## config.mk

```make
export PLATFORM = sky130hd
export DESIGN_NAME = bk_ay_psg_regif
export DESIGN_NICKNAME = d
export VERILOG_FILES = /design/src/rtl/bk_ay_psg_regif.sv
export SDC_FILE = /design/constraint.sdc
export NUM_CORES = 1
export LEC_CHECK = 0
export CELL_PAD_IN_SITES_DETAIL_PLACEMENT = 1
export CELL_PAD_IN_SITES_GLOBAL_PLACEMENT = 2
export CORE_UTILIZATION = 36
export DETAILED_ROUTE_END_ITERATION = 12
export PLACE_DENSITY = 0.9
export SLEW_MARGIN = 20
export SYNTH_ARGS = -nofsm -noshare
export SYNTH_HDL_FRONTEND = slang
export SYNTH_SLANG_ARGS = --single-unit
```

## constraint.sdc

```tcl
create_clock -name clk -period 2.7 [get_ports clk]
set_clock_uncertainty 0.2 [all_clocks]
set_input_delay 0.54 -clock clk [delete_from_list [all_inputs] [get_ports clk]]
set_output_delay 0.54 -clock clk [all_outputs]
set_load 0.1 [all_outputs]
```

## src/rtl/bk_ay_psg_regif.sv

```systemverilog
// AY-3-8910 style PSG bus responder: synchronizes and filters BDIR/BC1/BC2 commands and holds the 16 x 8 register file.
// Optional build macro AY_REGMASK_EN applies the AY-3-8910 per-register bit masks to stored data.
module bk_ay_psg_regif #(
    parameter logic [3:0] CHIP_ADDR = 4'h0,
    parameter int         FILT_LEN  = 2
) (
    input  logic         clk,
    input  logic         rst_n,
    input  logic         bdir,
    input  logic         bc1,
    input  logic         bc2,
    input  logic [7:0]   da_in,
    output logic [7:0]   da_out,
    output logic         da_oe,
    output logic [3:0]   reg_addr,
    output logic         reg_wr,
    output logic [7:0]   reg_wdata,
    output logic         env_restart,
    output logic [127:0] regs
);

    localparam logic [1:0] ST_IDLE  = 2'd0;
    localparam logic [1:0] ST_LATCH = 2'd1;
    localparam logic [1:0] ST_WRITE = 2'd2;
    localparam logic [1:0] ST_READ  = 2'd3;
    localparam logic [2:0] FILT_THR = 3'(FILT_LEN);

    logic [10:0] r_sync1;
    logic [10:0] r_sync2;
    logic [2:0]  r_last_code;
    logic [2:0]  r_cnt;
    logic [1:0]  r_state;
    logic [3:0]  r_addr;
    logic        r_selected;
    logic [7:0]  r_hold;
    logic [7:0]  r_regs [16];
    logic [7:0]  r_dout;
    logic        r_oe;
    logic        r_wr;
    logic [7:0]  r_wdata;
    logic        r_env;

    logic [2:0]  w_code;
    logic [7:0]  w_da;
    logic [1:0]  w_cmd;
    logic [2:0]  w_cnt_next;
    logic [1:0]  w_state_next;
    logic        w_commit;
    logic [7:0]  w_wdata;

    function automatic logic [7:0] f_mask(input logic [3:0] a);
`ifdef AY_REGMASK_EN
        case (a)
            4'd1, 4'd3, 4'd5, 4'd13:  f_mask = 8'h0F;
            4'd6, 4'd8, 4'd9, 4'd10:  f_mask = 8'h1F;
            default:                  f_mask = 8'hFF;
        endcase
`else
        f_mask = (a == a) ? 8'hFF : 8'hFF;
`endif
    endfunction

    assign w_code = r_sync2[10:8];
    assign w_da   = r_sync2[7:0];

    always_comb begin
        w_cmd = ST_IDLE;
        case (w_code)
            3'b001, 3'b100, 3'b111: w_cmd = ST_LATCH;
            3'b110:                 w_cmd = ST_WRITE;
            3'b011:                 w_cmd = ST_READ;
            default:                w_cmd = ST_IDLE;
        endcase
    end

    // The run length counts raw codes, so e.g. 001 -> 111 restarts it even though both mean LADDR.
    assign w_cnt_next   = (w_code != r_last_code) ? 3'd1 :
                          (r_cnt == 3'd7)         ? 3'd7 : r_cnt + 3'd1;
    assign w_state_next = (w_cnt_next >= FILT_THR) ? w_cmd : r_state;
    assign w_commit     = (r_state == ST_WRITE) && (w_state_next != ST_WRITE) && r_selected;
    assign w_wdata      = r_hold & f_mask(r_addr);

    always_ff @(posedge clk or negedge rst_n) begin
        if (!rst_n) begin
            r_sync1     <= '0;
            r_sync2     <= '0;
            r_last_code <= 3'b000;
            r_cnt       <= 3'd0;
            r_state     <= ST_IDLE;
        end else begin
            r_sync1     <= {bdir, bc2, bc1, da_in};
            r_sync2     <= r_sync1;
            r_last_code <= w_code;
            r_cnt       <= w_cnt_next;
            r_state     <= w_state_next;
        end
    end

    always_ff @(posedge clk or negedge rst_n) begin
        if (!rst_n) begin
            r_addr     <= 4'd0;
            r_selected <= 1'b0;
            r_hold     <= 8'd0;
            r_wr       <= 1'b0;
            r_wdata    <= 8'd0;
            r_env      <= 1'b0;
            r_dout     <= 8'd0;
            r_oe       <= 1'b0;
            for (int i = 0; i < 16; i++) begin
                r_regs[i] <= 8'd0;
            end
        end else begin
            if (r_state == ST_LATCH) begin
                r_addr     <= w_da[3:0];
                r_selected <= (w_da[7:4] == CHIP_ADDR);
            end
            if (r_state == ST_WRITE) begin
                r_hold <= w_da;
            end
            r_wr  <= w_commit;
            r_env <= w_commit && (r_addr == 4'd13);
            if (w_commit) begin
                r_regs[r_addr] <= w_wdata;
                r_wdata        <= w_wdata;
            end
            // Commit happens on the WRITE exit edge, so a direct WRITE->READ reads back the new value.
            r_dout <= (r_state == ST_READ) ? r_regs[r_addr] : 8'd0;
            r_oe   <= (r_state == ST_READ) && r_selected;
        end
    end

    generate
        for (genvar gi = 0; gi < 16; gi++) begin : g_regs_out
            assign regs[gi*8 +: 8] = r_regs[gi];
        end
    endgenerate

    assign da_out      = r_dout;
    assign da_oe       = r_oe;
    assign reg_addr    = r_addr;
    assign reg_wr      = r_wr;
    assign reg_wdata   = r_wdata;
    assign env_restart = r_env;

endmodule

```

==> results of run 1 <==
==> cell type report <==
cell class              instances  area [µm²]
fillers                      2136       11500
flip-flops and latches        190        4760
multi-input cells             281        3200
repair buffers                183        1510
clock buffers                  23         488
well taps                     280         350
clock inverters                 9         155
inverters                       3        11.3
==> critical path: cells and delay by family (launching register included) <==
kind | cells | cell delay (ns)
muxes | 1 | 0.46
DFF | 1 | 0.39
and+or+nand+nor | 3 | 1.17
adders and majority gates | 1 | 0.31
==> per-stage QoR <==
stage	cells	TNS, ns	power [µW]	setup WS (ns)
final	969	0	8180	0.0520
after global routing	969	-0.762	8470	-0.0668
after detailed placement	934	-1.73	5500	-0.229
after global placement	934	-1.44	5440	-0.181
after CTS	969	0	8240	0.0361
after floorplan	503	0	4710	0.0660
==> where the power goes <==
group	leakage [µW]	internal [µW]	switching, µW	total (µW)
combinational	0.00245	685	1190	1870
sequential	0.00256	3000	557	3560
clock	0.000314	1650	1090	2750
==> synthesized netlist by cell type <==
library cell	n	area share (%)
dfrtp_1	190	59
mux2_2	139	19
mux2i_1	24	3.0
mux4_2	24	6.7
o21ai_0	17	1.0
clkbuf_1	15	0.69
buf_2	9	0.56
nand4_2	9	1.4
a221oi_1	8	0.86
mux2_4	8	1.5
nand2_1	7	0.32
nor2b_1	7	0.54
nor2_1	5	0.23
nand3_1	4	0.25
inv_1	3	0.14
xnor2_4	3	1.0
and4_1	2	0.22
buf_4	2	0.19
buf_6	2	0.28
mux2_1	2	0.28
nor4b_4	2	0.59
a21oi_1	1	0.062
and2_0	1	0.077
and2b_1	1	0.093
and3_1	1	0.077
and4_2	1	0.12
buf_1	1	0.046
ha_1	1	0.15
nand2_2	1	0.077
nand2b_1	1	0.077
nand3b_1	1	0.093
nand4_1	1	0.077
nand4_4	1	0.26
nor3_1	1	0.062
nor4_1	1	0.077
nor4_4	1	0.26
o211a_1	1	0.12
o211ai_4	1	0.26
or3_1	1	0.077
or4_1	1	0.093
xnor2_1	1	0.11
xor2_1	1	0.11
==> worst max path at each step <==
stage	startpoint	end	slack, ns	cells after the start
after floorplan	reg_addr[2]	regs[120]	0.07	4
after global placement	r_cnt[0]	regs[7]	-0.18	5
after detailed placement	r_cnt[0]	regs[7]	-0.23	5
after CTS	r_cnt[0]	regs[83]	0.04	5
after global routing	r_cnt[0]	regs[50]	-0.07	5
final	r_cnt[0]	regs[50]	0.05	5
==> per-layer routing <==
layer	vias up	routed length, µm
met1	2798	10200
met5	-	0
li1	2213	-
met4	0	552
met2	168	12200
met3	41	1240
==> state kept, by name, indices dropped and copies added, names as in the netlist, 2 cells and up <==
name and cells:
regs 128, r_sync1 11, r_sync2 11, da_out 8, r_hold 8, reg_wdata 8
reg_addr 4, r_cnt 3, r_last_code 3, r_state 2
==> layout by cell type (no fill, tap or decap), types with 3 or more instances in the layout <==
| cell | count |
|---|---|
| buf_12 | 8 |
| a221oi_1 | 8 |
| mux4_2 | 24 |
| xnor2_4 | 3 |
| clkbuf_8 | 5 |
| nor2b_1 | 7 |
| bufinv_16 | 4 |
| dfrtp_1 | 188 |
| mux2i_1 | 24 |
| nor2_1 | 5 |
| clkbuf_16 | 17 |
| clkdlybuf4s50_1 | 11 |
| nand4_2 | 9 |
| buf_4 | 162 |
| nand2_1 | 7 |
| o21ai_0 | 17 |
| mux2_4 | 8 |
| mux2_2 | 139 |
| inv_1 | 3 |
| nand3_1 | 4 |
==> cell families (layout without fill, tap and decap cells) <==
logic type | Yosys count | after routing
multiplexers | 197 | 197
flip-flops | 190 | 190
AND/OR/NAND/NOR | 50 | 50
buffers and inverters | 32 | 218
AO/OA/AOI/OAI | 28 | 28
XOR/XNOR | 5 | 5
adder cells (fa/ha/maj) | 1 | 1
==> what timing repair did <==
item / in CTS / in global routing
gates cloned: 0 / 0
setup endpoints to repair: 11 / 20
buffers inserted: 2 / 0
hold buffers: 1 / 0
pin swaps: 1 / 0
gates resized for setup: 1 / 0
endpoints found under the hold margin: 65 / 0
==> reports/qor.yml, run 1 <==
placed_design:
  place_area_um2: 9810
  post-dp-hpwl_mm: 16.6
  portBuffers: 163
  place.gp.congestion: 0.804
setup_path:
  max_stage_delay_ns: 0.50
  worstPathArrival_ns: 2.77
  path_cells: "ha_1, or3_1, and4_2, nand4_2, mux2_2"
  crit_type: "reg2reg"
  reg2reg_to: "regs[50]"
  critPathSlowestCell: "and4_2"
  crit_fanout: 14
  r2r_cells: 5
  cp-end-kind: "flip-flop"
  start_kind: "flip-flop"
  reg2reg_setup_slack_ns: 0.05
  reg2reg_from: "r_cnt[0]"
  cp.required_ns: 2.82
global_route:
  use_met2_pct: 36.0
  grt_pass1_vias: 5888
  antenna_found_initial: 0
  grt_usage_pct: 21.9
  grt_max_degree: 69
  busiest_layer: "met2"
  use_met3_pct: 5.99
  grtUsageMet1_pct: 27.6
  grt_overflow: 0
  grt_pass1_wl_mm: 37.4
timing:
  holdWs_ns: 0.151
  finalCritPeriodShare_pct: 98.1
  setup_viol_count_final: 0
  rsz0062_at_grt: "true"
  slew_headroom_pct: 50.7
  min_period_ns: 2.65
  worstMarginPinSlew_ns: 0.739
  fmax_mhz: 378
  hold_viol_final: 0
  slew_violations: 0
logic_synthesis:
  synth_fp_nets: 517
  synth_cells: 503
  synth-simple-area-share_pct: 5.06
  synth-warning-count: 0
  post_synth_fa_ha_maj_area_fraction_pct: 0.154
  syn_area_um2: 8110
  synth_mux_area_share_pct: 30.7
  synth-xor-area-share_pct: 1.23
  synth_compound_area_share_pct: 2.36
  avgSynthCellArea_um2: 16.1
  ys_seq_elements: 190
  synth_top_family_by_area: "multiplexers"
  seq_area_frac_synth_pct: 58.6
  synthDistinctLibCells: 42
worst_hold_path:
  hold_class: "reg2reg"
  worstHoldEndpoint: "r_sync2[3]"
  min_from: "r_sync1[3]"
  holdPathStages: 0
finish:
  design_area_um2: 10500
  diodes: 0
  syn_to_final_growth_pct: 29.2
  layout.nets: 690
  drive_gt1_share_pct: 57.2
  fin_util_pct: 47.7
clock_tree:
  cts.sinks: 190
  path_clk_slew_ns: 0.07
  numCtsBuffers: 17
  cts_tree: "built"
  root_buffer: "clkbuf_16"
  cts-htree-levels: 4
  clock_path_buffers: 2
  insertion_delay_ns: 0.44
routing:
  via_per_inst: 5.39
  first_pass_iters: 9
  route.antenna.remaining_nets: 0
  routed_wl_mm: 24.1
  vias: 5220
  drc: 24
  routedWlPerCell_um: 24.9
  drt_iter0_drc: 291
outcome:
  violations: "design-rule violations"
  status: "finished, violations left"
floorplanning:
  ioPinCount: 164
  die_area_um2: 23100
  initial_core_util_pct: 36.9
  die_w_um: 152
  row_count: 54
  die_h_um: 152
  core_um2: 22000
power:
  p_leak_uw: 0.00532
  peakVddDrop_uv: 428
  p_per_area_nw_per_um2: 780
run:
  drv_cap: 0
Power figures use the tool's default switching activity.
==> run 2: changes to the inputs <==
--- a/config.mk
+++ b/config.mk
@@ -9,7 +9,7 @@
 export CELL_PAD_IN_SITES_GLOBAL_PLACEMENT = 2
 export CORE_UTILIZATION = 36
 export DETAILED_ROUTE_END_ITERATION = 12
-export PLACE_DENSITY = 0.9
+export PLACE_DENSITY_LB_ADDON = 0.1
 export SLEW_MARGIN = 20
 export SYNTH_ARGS = -nofsm -noshare
 export SYNTH_HDL_FRONTEND = slang
==> reports/qor.yml, run 2 (same netlist as run 1, synthesis figures left out) <==
timing:
  finalCritPeriodShare_pct: 97.6  # was 98.1%
  fmax_mhz: 379  # was 378 MHz
  min_period_ns: 2.64  # was 2.65 ns
  slew_violations: 0  # unchanged
  worstMarginPinSlew_ns: 0.725  # was 0.739 ns
  hold_viol_final: 0  # unchanged
  setup_tns_ns: 0  # unchanged
  slew_headroom_pct: 51.5  # was 50.7%
  rsz0062_at_grt: "true"  # unchanged
  setup_viol_count_final: 0  # unchanged
floorplanning:
  die_h_um: 152  # unchanged
  die_area_um2: 23100  # unchanged
  core_um2: 22000  # unchanged
  die_w_um: 152  # unchanged
  row_count: 54  # unchanged
  initial_core_util_pct: 36.9  # unchanged
  ioPinCount: 164  # unchanged
setup_path:
  cp-end-kind: "flip-flop"  # unchanged
  crit_type: "reg2reg"  # unchanged
  reg2reg_setup_slack_ns: 0.06  # was 0.05 ns
  r2r_cells: 5  # unchanged
  start_kind: "flip-flop"  # unchanged
  max_stage_delay_ns: 0.53  # was 0.50 ns
  reg2reg_to: "regs[85]"  # was regs[50]
  crit_fanout: 14  # unchanged
  critPathSlowestCell: "nand4_2"  # was and4_2
  path_cells: "ha_1, or3_1, and4_2, nand4_2, mux2_2"  # unchanged
  reg2reg_from: "r_cnt[0]"  # unchanged
  cp.required_ns: 2.81  # was 2.82 ns
  worstPathArrival_ns: 2.74  # was 2.77 ns
routing:
  vias: 5132  # was 5220
  via_per_inst: 5.28  # was 5.39
  routed_wl_mm: 23.6  # was 24.1 mm
  route.antenna.remaining_nets: 0  # unchanged
  drt_iter0_drc: 184  # was 291
  first_pass_iters: 8  # was 9
  routedWlPerCell_um: 24.3  # was 24.9 µm
  drc: 27  # was 24
finish:
  drive_gt1_share_pct: 57.7  # was 57.2%
  final_common_cell: "dfrtp_1"  # unchanged
  final_cell_mix: "dfrtp_1 (188), buf_4 (166), mux2_2 (139)"  # was dfrtp_1 (188), buf_4 (162), mux2_2 (139)
  largest_reg_flops: 128  # unchanged
  design_area_um2: 10500  # about the same
  layout.nets: 694  # was 690
  diodes: 0  # unchanged
  seq_area_um2: 4760  # unchanged
  multi_input_area_um2: 3200  # unchanged
  n_fill_cell: 2178  # was 2136
  syn_to_final_growth_pct: 29.0  # was 29.2%
placed_design:
  place_area_um2: 9840  # was 9810 µm²
  place.gp.congestion: 0.747  # was 0.804
  portBuffers: 163  # unchanged
  post-dp-hpwl_mm: 16.6  # about the same
worst_hold_path:
  worstHoldEndpoint: "r_sync2[5]"  # was r_sync2[3]
  hold_class: "reg2reg"  # unchanged
  holdPathStages: 0  # unchanged
  min_from: "r_sync1[5]"  # was r_sync1[3]
clock_tree:
  cts-htree-levels: 4  # unchanged
  cts_tree: "built"  # unchanged
  numCtsBuffers: 17  # unchanged
  insertion_delay_ns: 0.43  # was 0.44 ns
  clock_path_buffers: 2  # unchanged
  path_clk_slew_ns: 0.07  # about the same
  cts.sinks: 190  # unchanged
  root_buffer: "clkbuf_16"  # unchanged
run:
  drv_cap: 0  # unchanged
outcome:
  violations: "design-rule violations"  # unchanged
  status: "finished, violations left"  # unchanged
power:
  p_leak_uw: 0.00531  # was 0.00532 µW
  peakVddDrop_uv: 415  # was 428 µV
  p_per_area_nw_per_um2: 770  # was 780 nW/µm²
global_route:
  grt_usage_pct: 21.5  # was 21.9%
  grt_pass1_vias: 5565  # was 5888
  grt_pass1_wl_mm: 36.7  # was 37.4 mm
  grt_max_degree: 68  # was 69
  grt_overflow: 0  # unchanged
  antenna_found_initial: 0  # unchanged
==> run 2: cell count changes in the layout (fill, tap and decap cells not counted), sizes merged <==
| cell | change |
|---|---|
| clkinvlp | +1 |
| buf | +4 |
| inv | +2 |
| clkinv | +1 |
| bufinv | -1 |
| clkbuf | -4 |
==> run 2: repair_timing <==
action	in CTS	in global routing
gates resized for setup	0	2
hold endpoints to repair	63	0
setup endpoints to repair	8	46
hold buffers	1	0
gates cloned	0	0
buffers inserted	2	0
==> run 2: through the flow <==
| stage | power, µW | cells | utilization [%] | setup WS (ns) | hold WS [ns] |
|---|---|---|---|---|---|
| finish | 8060 | 972 | 47.7 | 0.0637 | 0.146 |
| global route | 8400 | 972 | 47.7 | -0.0569 | 0.154 |
| CTS | 8180 | 972 | 47.7 | 0.0369 | 0.149 |
| detailed placement | 5540 | 938 | 44.8 | -0.0984 | 0.136 |
| global placement | 5510 | 938 | 44.8 | -0.176 | 0.132 |
| floorplan | 4710 | 503 | - | 0.0660 | 0.0444 |
==> run 2: how the worst max path moves through the flow <==
stage | to | from | slack, ns | cells after the start
after floorplan | regs[120] | reg_addr[2] | 0.07 | 4
after global placement | regs[7] | r_cnt[0] | -0.18 | 5
after detailed placement | regs[3] | r_state[0] | -0.1 | 5
after CTS | regs[8] | r_state[0] | 0.04 | 5
after global routing | regs[82] | r_cnt[0] | -0.06 | 5
final | regs[85] | r_cnt[0] | 0.06 | 5
==> run 2: cell type report <==
type | instances | area share, %
clock buffers | 19 | 4.23
clock inverters | 12 | 1.54
inverters | 3 | 0.108
multi-input cells | 281 | 30.6
flip-flops and latches | 190 | 45.4
well taps | 280 | 3.35
repair buffers | 187 | 14.7
==> run 2: routing by layer <==
layer / GRT usage, % / part of all wire, % / vias up
met3: 5.11 / 4.5 / 23
li1: - / - / 2229
met2: 35.6 / 51 / 141
met5: 0 / 0 / -
met4: 5.49 / 1.4 / 0
met1: 28.3 / 43 / 2739
==> run 2: worst max-delay path, delay by kind of cell (launching register included) <==
family        cells  cell delay, ns
fa+ha+maj         1            0.29
flops             1            0.39
mux               1            0.47
simple gates      3            1.16
==> run 2: where the power goes <==
group	total [µW]	switching [µW]	internal [µW]
registers	3560	557	3000
logic	1900	1190	706
clock network	2600	1110	1490
==> RTL edit 1: new RTL, config.mk and constraints of run 1 <==
Register the output `reg_addr` once more, cleared by the reset; this adds one clock of latency there. The other outputs are not delayed to match.
--- a/src/rtl/bk_ay_psg_regif.sv
+++ b/src/rtl/bk_ay_psg_regif.sv
@@ -138,5 +138,11 @@
     assign da_out      = r_dout;
     assign da_oe       = r_oe;
-    assign reg_addr    = r_addr;
+    always_ff @(posedge clk or negedge rst_n) begin
+        if (!rst_n) begin
+            reg_addr <= '0;
+        end else begin
+            reg_addr <= r_addr;
+        end
+    end
     assign reg_wr      = r_wr;
     assign reg_wdata   = r_wdata;
Function: changed (a bounded check fails within 10 cycles, from zero or initial values and one cycle with rst_n low).
==> RTL edit 1 against run 1 <==
Routed wire length is 2.4% lower; synthesized area is 1.2% higher; critical endpoint is now regs[90]; worst setup slack better by 0.12 ns; sequential cell count is 4 higher; total power is 0.71% lower; final cell count is 0.93% higher; largest cell class unchanged; cell area is 0.35% higher; worst hold slack worse by 0.0021 ns.
==> RTL edit 1: results (changes against run 1) <==
.. list-table::
   :header-rows: 1

   * - Metric
     - Value
   * - Fraction of the mapped netlist area in compound gates
     - 2.333% (was 2.360%)
   * - Postcts setup bufs
     - 0 (was 2)
   * - Post-place setup slack
     - 0.1044 ns (was -0.2291 ns)
   * - CTS sink cnt
     - 194 (was 190)
   * - Seq/Total Area, Yosys
     - 59.16% (was 58.61%)
   * - Outcome
     - finished, final reports clean (was finished with violations)
   * - Share of cell area taken by muxes after synthesis
     - 30.32% (was 30.68%)
   * - PwrDens
     - 772.2 nW/um^2 (was 780.5 nW/um^2)
   * - Placed cell count
     - 945 (was 934)
   * - Non-Filler Instances
     - 978 (was 969)
   * - Register cell area after layout
     - 4856 sq um (was 4757 sq um)
   * - Logic pwr share
     - 22.4% (was 22.9%)
   * - Power drawn by the clock network
     - 2.62 mW (was 2.75 mW)
   * - Slew at the pin with the worst max-slew slack
     - 0.8264 ns (was 0.7387 ns)
   * - Post-route cell area
     - 10,510 sq um (was 10,480 sq um)
   * - Synth cell count leaders
     - sky130_fd_sc_hd__dfrtp_1 (194), sky130_fd_sc_hd__mux2_2 (139), sky130_fd_sc_hd__mux2i_1 (24), sky130_fd_sc_hd__mux4_2 (24), sky130_fd_sc_hd__o21ai_0 (17) (was sky130_fd_sc_hd__dfrtp_1 (190), sky130_fd_sc_hd__mux2_2 (139), sky130_fd_sc_hd__mux2i_1 (24), sky130_fd_sc_hd__mux4_2 (24), sky130_fd_sc_hd__o21ai_0 (17))
   * - Detailed Place HPWL
     - 16.74 mm (was 16.64 mm)
   * - Number of nets produced by synthesis
     - 520 (was 517)
   * - Placed cell area
     - 9896 sq um (was 9807 sq um)
   * - First-pass GRT wire length
     - 36.58 mm (was 37.41 mm)
   * - Peak supply drop
     - 0.0003766 V (was 0.0004278 V)
   * - Total global routing track utilization
     - 21.25% (was 21.85%)
   * - Fill cell instance count of the final layout
     - 2,145 (was 2,136)
   * - Routability cong.
     - 0.8199 (was 0.8036)
   * - Final-layout clock buffer total
     - 18 (was 23)
   * - Area share of fa/ha/maj cells after synthesis
     - 0.1525% (was 0.1542%)
   * - Violation count after the first detailed-route iteration
     - 231 (was 291)
   * - Maximum number of pins on one net before global-route repair
     - 72 (was 69)
   * - Total length of routed wires
     - 23.52 mm (was 24.10 mm)
   * - Number of global-route vias before repair
     - 5,732 (was 5,888)
   * - Lkg Pwr
     - 5.348 nW (was 5.321 nW)
-- RTL edit 1: cell types whose count changed after synthesis --
| cell | before | now |
|---|---|---|
| sky130_fd_sc_hd__and2_1 | 0 | 1 |
| sky130_fd_sc_hd__clkbuf_1 | 15 | 12 |
| sky130_fd_sc_hd__buf_1 | 1 | 4 |
| sky130_fd_sc_hd__dfrtp_1 | 190 | 194 |
| sky130_fd_sc_hd__buf_2 | 9 | 8 |
| sky130_fd_sc_hd__and2_0 | 1 | 0 |
-- RTL edit 1: critical path: stages (launching register included) --
cell,delay (ns)
sky130_fd_sc_hd__dfrtp_1,0.39
sky130_fd_sc_hd__ha_1,0.29
sky130_fd_sc_hd__or3_1,0.16
sky130_fd_sc_hd__and4_2,0.47
sky130_fd_sc_hd__and4_1,0.50
sky130_fd_sc_hd__mux2_2,0.39
-- RTL edit 1: what timing repair did --
action                     CTS  global route
hold buffers                 1             0
setup endpoints to repair    0             3
gates resized for setup      0             1
hold endpoints to repair    65             0
-- RTL edit 1: worst paths after layout --
check	slack, ns	endpoint	depth (start not counted)	start
setup / recovery	0.17	regs[90]	5	r_cnt[0]
min in group asynchronous	0.49	r_sync1[2]	2	rst_n
hold / removal	0.15	r_sync2[3]	0	r_sync1[3]
max in group asynchronous	1.14	reg_wdata[7]	3	rst_n
setup reg to reg	0.17	regs[90]	5	r_cnt[0]
hold reg to reg	0.15	r_sync2[3]	0	r_sync1[3]
-- RTL edit 1: layer usage --
layer  track usage, %  wire length (microns)  vias up
met3            3.714                    955       16
met1            27.91                  10230     2813
met4            6.542                    263        0
met2            35.91                  12070      148
met5                0                      0        -
li1                 -                      -     2222
==> RTL edit 2: new RTL, flow settings as in run 1 <==
Made on the original files. Build with the macro `AY_REGMASK_EN` defined.
--- a/src/rtl/bk_ay_psg_regif.sv
+++ b/src/rtl/bk_ay_psg_regif.sv
@@ -1,4 +1,6 @@
 // AY-3-8910 style PSG bus responder: synchronizes and filters BDIR/BC1/BC2 commands and holds the 16 x 8 register file.
 // Optional build macro AY_REGMASK_EN applies the AY-3-8910 per-register bit masks to stored data.
+`define AY_REGMASK_EN
+
 module bk_ay_psg_regif #(
     parameter logic [3:0] CHIP_ADDR = 4'h0,
Formal check against the unedited RTL: not equivalent (Yosys sat finds a counterexample within 10 cycles, from zero or initial values and one cycle with rst_n low).
==> RTL edit 2 against run 1 <==
Worst setup slack gained 0.21 ns; cell area grew 0.70%; utilization shrank 0.10 points; total power grew 2.3%; first-iteration DRC count shrank 32%; final cell count grew 1.1%; synthesized area grew 1.6%; sequential share of layout area shrank 0.27 points; routed wire length shrank 1.3%; clock power shrank 4%; sequential cell count is the same; sequential power shrank 5.9%; highest routed layer unchanged.
==> RTL edit 2: results (changes against run 1) <==
.. list-table::
   :header-rows: 1

   * - Metric
     - Value
   * - Outcome
     - finished, final reports clean (was finished with violations)
   * - Placed cell area
     - 9921 sq um (was 9807 sq um)
   * - Hold Slack
     - 0.1471 ns (was 0.1514 ns)
   * - Peak supply drop
     - 0.0005010 V (was 0.0004278 V)
   * - Slack of the worst reg-to-reg path
     - 0.26 ns (was 0.05 ns)
   * - Reg-to-Reg End
     - regs[104] (was regs[50])
   * - Lkg Pwr
     - 5.383 nW (was 5.321 nW)
   * - Max Fanout on Critical Path
     - 21 (was 14)
   * - Postcts setup bufs
     - 0 (was 2)
   * - Met1 wire length
     - 10.01 mm (was 10.16 mm)
   * - Detail-routed via count per cell
     - 5.317 (was 5.387)
   * - Share of cell area taken by muxes after synthesis
     - 29.93% (was 30.68%)
   * - Max Clk Rate
     - 409.5 MHz (was 377.6 MHz)
   * - Data arrival time of the critical path
     - 2.56 ns (was 2.77 ns)
   * - Mean instance size in the synthesized netlist
     - 15.91 sq um (was 16.13 sq um)
   * - Synth cell types
     - 34 (was 42)
   * - Share of final-layout standard cells stronger than drive strength 1
     - 56.14% (was 57.18%)
   * - Drt wl/cell
     - 24.28 microns (was 24.87 microns)
   * - Met1 Track Usage GR
     - 27.78% (was 27.59%)
   * - Length of routed met2 wiring
     - 12.10 mm (was 12.15 mm)
   * - First-pass GRT wire length
     - 36.71 mm (was 37.41 mm)
   * - Number of nets produced by synthesis
     - 537 (was 517)
   * - Total length of routed wires
     - 23.79 mm (was 24.10 mm)
   * - Worst reg2reg path startpoint
     - r_sync2[8] (was r_cnt[0])
   * - Post-Synth XOR/XNOR Area
     - 0.5314% (was 1.234%)
   * - Total global routing track utilization
     - 21.30% (was 21.85%)
   * - Headroom to the max-slew limit
     - 48.01% (was 50.65%)
   * - Seq/Total Area, Yosys
     - 57.70% (was 58.61%)
   * - Fraction of the mapped netlist area in compound gates
     - 2.247% (was 2.360%)
==> RTL edit 2: final cells by class <==
| cell class | count | area, sq um |
|---|---|---|
| clock inverters | 9 | 131.4 |
| repair buffers | 184 | 1515 |
| inverters | 5 | 18.77 |
| clock buffers | 23 | 488.0 |
| well taps | 280 | 350.3 |
| multi-input cells | 289 | 3284 |
| fillers | 2183 | 11610 |
| flip-flops and latches | 190 | 4762 |
==> RTL edit 2: power by group through the flow <==
| stage | registers, mW | clock network, mW | logic (mW) |
|---|---|---|---|
| final | 3.35 | 2.63 | 2.38 |
| after detailed placement | 3.41 | 0 | 2.40 |
| after global routing | 3.38 | 2.79 | 2.53 |
| after CTS | 3.36 | 2.68 | 2.41 |
| after floorplan | 3.56 | 0 | 1.37 |
| after global placement | 3.39 | 0 | 2.34 |
